### config.mk
export PLATFORM = sky130hd
export DESIGN_NAME = freq_meter
export DESIGN_NICKNAME = d
export VERILOG_FILES = /design/src/rtl/freq_meter_pkg.sv /design/src/rtl/bcd_digit.sv /design/src/rtl/freq_meter.sv
export SDC_FILE = /design/constraint.sdc
export NUM_CORES = 1
export LEC_CHECK = 0
export ABC_CLOCK_PERIOD_IN_PS = 3000
export BUFFER_PORTS_ARGS = -buffer_cell sky130_fd_sc_hd__buf_2
export CAP_MARGIN = 0
export CORE_MARGIN = 2
export CORE_UTILIZATION = 39
export CTS_BUF_LIST = sky130_fd_sc_hd__clkbuf_2 sky130_fd_sc_hd__clkbuf_4 sky130_fd_sc_hd__clkbuf_8
export CTS_CLUSTER_DIAMETER = 100
export CTS_CLUSTER_SIZE = 24
export DETAILED_ROUTE_END_ITERATION = 10
export PLACE_DENSITY_LB_ADDON = 0.08
export SETUP_SLACK_MARGIN = 0.1
export SYNTH_ARGS = -nofsm -noshare
export SYNTH_HDL_FRONTEND = slang
export SYNTH_SLANG_ARGS = --single-unit
### constraint.sdc
create_clock -name clk -period 3 [get_ports clk]
set_clock_uncertainty 0.15 [all_clocks]
set_input_delay 0 -clock clk [delete_from_list [all_inputs] [get_ports clk]]
set_output_delay 0 -clock clk [all_outputs]
set_load 0.03 [all_outputs]
### src/rtl/freq_meter_pkg.sv
// Shared types and constants for the frequency meter.
//   state_t        : measurement FSM states
//   DIGITS_DEFAULT : default number of BCD decades
//   BCD_NINE       : highest legal value of one decade
package freq_meter_pkg;

  typedef enum logic [1:0] {
    ST_IDLE  = 2'd0,
    ST_COUNT = 2'd1,
    ST_LATCH = 2'd2,
    ST_CLEAR = 2'd3
  } state_t;

  localparam int DIGITS_DEFAULT = 8;

  localparam logic [3:0] BCD_NINE = 4'd9;

endpackage : freq_meter_pkg

### src/rtl/bcd_digit.sv
// One BCD decade of the window counter.
//   clk, reset : clock, asynchronous active-high reset
//   clr        : synchronous clear, takes priority over counting
//   en         : global count enable (dropped at saturation)
//   carry_in   : increment request from the decade below
//   digit      : current decade value, always 0..9
//   carry_out  : this decade is rolling over 9 -> 0
module bcd_digit
  import freq_meter_pkg::*;
(
  input  logic       clk,
  input  logic       reset,
  input  logic       clr,
  input  logic       en,
  input  logic       carry_in,
  output logic [3:0] digit,
  output logic       carry_out
);

  logic [3:0] digit_q;
  logic [3:0] digit_d;

  // Carry does not depend on en, so the top carry can gate en without a loop.
  assign carry_out = carry_in && (digit_q == BCD_NINE);
  assign digit     = digit_q;

  always_comb begin
    // NOTE: default assignment first, so no path leaves digit_d unassigned and no latch is inferred.
    digit_d = digit_q;
    if (clr) begin
      digit_d = '0;
    end else if (en && carry_in) begin
      digit_d = (digit_q == BCD_NINE) ? 4'd0 : digit_q + 4'd1;
    end
  end

  always_ff @(posedge clk or posedge reset) begin
    // NOTE: non-blocking assignments so every flop samples pre-edge values.
    if (reset) digit_q <= '0;
    else       digit_q <= digit_d;
  end

endmodule : bcd_digit

### src/rtl/freq_meter.sv
// Gated frequency counter: counts rising edges of sig_in while the 1 Hz
// gate is high and publishes the result as packed BCD.
//   clk      : 50 MHz system clock
//   reset    : asynchronous active-high reset
//   clk_1hz  : gate timebase, synchronous to clk
//   sig_in   : measured signal, asynchronous to clk
//   bcd_out  : last completed count, digit 0 in bits [3:0]
//   valid    : one-cycle pulse when bcd_out/overflow are updated
//   overflow : last window exceeded 10^DIGITS-1
module freq_meter
  import freq_meter_pkg::*;
#(
  parameter int DIGITS = DIGITS_DEFAULT
) (
  input  logic                  clk,
  input  logic                  reset,
  input  logic                  clk_1hz,
  input  logic                  sig_in,
  output logic [4*DIGITS-1:0]   bcd_out,
  output logic                  valid,
  output logic                  overflow
);

  state_t              state_q, state_d;
  logic                sync1_q, sync1_d;
  logic                sync2_q, sync2_d;
  logic                sync3_q, sync3_d;
  logic                gate_q, gate_d;
  logic                ovf_sticky_q, ovf_sticky_d;
  logic [4*DIGITS-1:0] bcd_out_q, bcd_out_d;
  logic                overflow_q, overflow_d;
  logic                valid_q, valid_d;

  logic                sig_rise;
  logic                gate_rise;
  logic                gate_fall;
  logic                inc;
  logic                cnt_en;
  logic                cnt_clr;
  logic [4*DIGITS-1:0] count;
  logic [DIGITS:0]     carry;

  assign sig_rise  = sync2_q && !sync3_q;
  assign gate_rise = clk_1hz && !gate_q;
  assign gate_fall = !clk_1hz && gate_q;

  // An edge coinciding with the gate closing belongs to no window.
  assign inc      = (state_q == ST_COUNT) && sig_rise && !gate_fall;
  assign cnt_clr  = (state_q == ST_CLEAR);
  assign carry[0] = inc;
  // Top carry means the counter is at all-9s: freeze every decade instead of wrapping.
  assign cnt_en   = !carry[DIGITS];

  for (genvar i = 0; i < DIGITS; i++) begin : g_digit
    bcd_digit u_digit (
      .clk       (clk),
      .reset     (reset),
      .clr       (cnt_clr),
      .en        (cnt_en),
      .carry_in  (carry[i]),
      .digit     (count[4*i +: 4]),
      .carry_out (carry[i+1])
    );
  end

  always_comb begin
    sync1_d      = sig_in;
    sync2_d      = sync1_q;
    sync3_d      = sync2_q;
    gate_d       = clk_1hz;
    state_d      = state_q;
    bcd_out_d    = bcd_out_q;
    overflow_d   = overflow_q;
    valid_d      = 1'b0;
    ovf_sticky_d = cnt_clr ? 1'b0 : (ovf_sticky_q || carry[DIGITS]);

    unique case (state_q)
      ST_IDLE:  if (gate_rise) state_d = ST_COUNT;
      ST_COUNT: if (gate_fall) state_d = ST_LATCH;
      ST_LATCH: begin
        bcd_out_d  = count;
        overflow_d = ovf_sticky_q;
        valid_d    = 1'b1;
        state_d    = ST_CLEAR;
      end
      ST_CLEAR: state_d = ST_IDLE;
      default:  state_d = ST_IDLE;
    endcase
  end

  always_ff @(posedge clk or posedge reset) begin
    if (reset) begin
      state_q      <= ST_IDLE;
      sync1_q      <= 1'b0;
      sync2_q      <= 1'b0;
      sync3_q      <= 1'b0;
      gate_q       <= 1'b0;
      ovf_sticky_q <= 1'b0;
      bcd_out_q    <= '0;
      overflow_q   <= 1'b0;
      valid_q      <= 1'b0;
    end else begin
      state_q      <= state_d;
      sync1_q      <= sync1_d;
      sync2_q      <= sync2_d;
      sync3_q      <= sync3_d;
      gate_q       <= gate_d;
      ovf_sticky_q <= ovf_sticky_d;
      bcd_out_q    <= bcd_out_d;
      overflow_q   <= overflow_d;
      valid_q      <= valid_d;
    end
  end

  assign bcd_out  = bcd_out_q;
  assign overflow = overflow_q;
  assign valid    = valid_q;

endmodule : freq_meter

==> results_dict.tcl <==
set metrics [dict create \
    io-pin-count 38 \
    grt_pass1_wl_um 13400 \
    drc 0 \
    max-slew-margin-rel_pct 54.2 \
    fillerInstances 880 \
    worstHoldPathType "input port to async pin" \
    grt.overflow.total 0 \
    rrSetupSlack_ps 630 \
    cpLargestDelayFamily "simple AND/OR/NAND/NOR gates" \
    netlist-cell-type-count 47 \
    finalSetupTns_ps 0 \
    r2r_start "state_q[1]" \
    period_needed_ps 2370 \
    diodes_inserted 0 \
    achievable-frequency_mhz 422 \
    synth_flop_cell "sky130_fd_sc_hd__dfrtp_1" \
    cts_repair_resize_count 0 \
    sequential_cell_area_um2 1830 \
    cts_tree "built" \
    synthCells 330 \
    yosys_warnings 0 \
    core.rowCount 35 \
    buffer_ports.inserted 37 \
    grt_antenna_before_repair 0 \
    vias_in_the_first_global_route 2643 \
    synthDominantAreaCellType "sky130_fd_sc_hd__dfrtp_1" \
    synthesis.area_um2 3690 \
    power_density_nw_per_um2 595 \
    max-vdd-ir-drop_mv 0.567 \
    cts-buffers-inserted 9 \
    clk-insertion-delay-late_ps 350 \
    critPathLaunch "state_q[1]" \
    grt_start_max_net_pins 32 \
    vias_post_dr 2739 \
    drt_pre_antenna_iters 4 \
    track_usage_pct 16.6 \
    avgViaCountPerCell 5.56 \
    die-area_um2 10300 \
    synth_enable_flop_cells 0 \
    timing.critical_path.slowest_stage_cell "sky130_fd_sc_hd__or4_1" \
    path_cells "inv_1 -> ha_1 -> and4b_1 -> nand4_2 -> buf_4 -> or4_1 -> a31oi_1" \
    detailedRoute.firstIterationViolations 61 \
    synth_common_cells "73 x sky130_fd_sc_hd__dfrtp_1, 34 x sky130_fd_sc_hd__mux2_2, 21 x sky130_fd_sc_hd__ha_1, 19 x sky130_fd_sc_hd__nor2_1" \
    endpoint_kind "flop" \
    placement_stage_worst_setup_slack_ps 657 \
    ys_ff_latch 73 \
    drv.max_cap_violation_count 0 \
    clock_tree.htree_level_count 3 \
    yosysMostFrequentCell "sky130_fd_sc_hd__dfrtp_1" \
    worst_pin_slew_ps 681 \
    finish.net_count 402 \
    critPathRequiredTime_ps 3110 \
    cts_sinks 73 \
    core_area_um2 9200 \
    final_util_pct 46.7 \
    synth_top_area_share_pct 49.5 \
    unrepaired_setup_endpoints_after_global_routing "false" \
    setup.worst_path.start_class "flop" \
    dpl_hpwl_um 5440 \
    synth.avg_cell_area_um2 11.2 \
    whs_ps 148 \
    routabilityCongestion 0.793 \
    setup_viol 0 \
    crit_fanout 20 \
    drtAntennaViolNets 0 \
    max-clock-path-buffers 2 \
    outcome "complete, no violations" \
    worstPathArrival_ps 2480 \
    clk_pin_slew_worst_paths_ps 80 \
    layout-drive-gt1-share_pct 27.5 \
    ys_seq_area_share_pct 49.5 \
    design_area_um2 4290 \
    totalWireLength_um 7860 \
    postSynth.asyncResetShare_pct 100 \
    detail_route.wl_per_cell_um 15.9 \
    drv_slew 0 \
    cts_root_buffer "sky130_fd_sc_hd__clkbuf_8" \
    class_of_the_most_critical_setup_path "flop to flop" \
    max_stage_delay_ps 510 \
    flow.area_growth_from_synthesis_pct 16.2 \
    cts_hold_buf 3 \
    dpl_cell_area_um2 4030 \
    final_min_period_over_clock_period_pct 79.0 \
    syn-num-nets 355 \
    path_buf_inv 2 \
    initial_core_util_pct 40.2 \
    hold_viol_final 0 \
    floorplan.die.width_um 101 \
    fp.dieH_um 101 \
    cts_setup_buffers 0 \
    leakage_uw 0.00206 \
    synth_top_cells_by_area "sky130_fd_sc_hd__dfrtp_1 49%, sky130_fd_sc_hd__mux2_2 10%, sky130_fd_sc_hd__ha_1 7.1%" \
    multi_input_comb_area_um2 1730 \
    final_critical_path_setup_slack_ps 631 \
]
## per-layer routing
layer / vias up / GRT usage, % / routed length, um
met5: - / 0 / 0
met4: 0 / 6.86 / 139
met3: 11 / 2.90 / 200
met2: 37 / 25.3 / 3610
met1: 1358 / 23.4 / 3910
li1: 1333 / - / -
## layout make-up
cell class | instances | area share, %
Sequential cell | 73 | 42.6
Multi-Input combinational cell | 225 | 40.3
Timing Repair Buffer | 52 | 7.11
Clock buffer | 11 | 3.53
Tap cell | 111 | 3.24
Clock inverter | 5 | 1.81
Inverter | 16 | 1.40
## path summary, 6_finish.rpt
path,end,cells after the start
worst max-delay path,g_digit[6].u_digit.digit[3],7
worst min-delay path,bcd_out[27],3
worst max register to register,g_digit[6].u_digit.digit[3],7
worst min register to register,sync2_q,0
max in group asynchronous,gate_q,4
min in group clk,sync1_q,2
## flip-flops by register name (all words and copies together), names as in the netlist
signal	cells
sync2_q	1
bcd_out	32
sync1_q	1
overflow	1
sync3_q	1
state_q	2
gate_q	1
g_digit.u_digit.digit	32
valid	1
ovf_sticky_q	1
## cells by family (layout without fill, tap and decap cells)
kind of cell / count (synthesis) / in the layout / synth area share (%)
fa+ha+maj: 21 / 21 / 7.11
mux: 40 / 40 / 12.1
flops: 73 / 73 / 49.5
buf+inv: 32 / 84 / 3.66
simple gates: 108 / 108 / 17.7
compound gates: 56 / 56 / 9.99
## placed cells by master (no fill, tap or decap), drive strengths merged, types with 3 or more instances in the layout
master / instances
a211oi: 4
mux2i: 3
dfrtp: 73
a31oi: 4
nand3: 9
nor3: 7
nor2b: 4
a21oi: 15
nand3b: 8
dlygate4sd3: 3
or3: 3
nand4: 14
or4: 10
and3b: 7
clkbuf: 11
inv: 15
nand2: 12
ha: 21
buf: 49
mux2: 37
nor4: 7
o21ai: 9
o31ai: 12
clkinv: 3
nor2: 19
## stage by stage
| step | cells | power [uW] |
|---|---|---|
| finish | 493 | 2550 |
| global route | 493 | 2690 |
| CTS | 493 | 2590 |
| detailed placement | 474 | 1700 |
| global placement | 474 | 1690 |
| floorplan | 330 | 1530 |
## where the power goes
part | switching, uW | internal [uW]
sequential | 43.5 | 1040
combinational | 371 | 216
clock | 373 | 511
## worst min-delay path, cell delays in order
cell	delay, ps
sky130_fd_sc_hd__dlygate4sd3_1	530
sky130_fd_sc_hd__buf_2	120
sky130_fd_sc_hd__inv_2	480
Power figures use the tool's default switching activity.
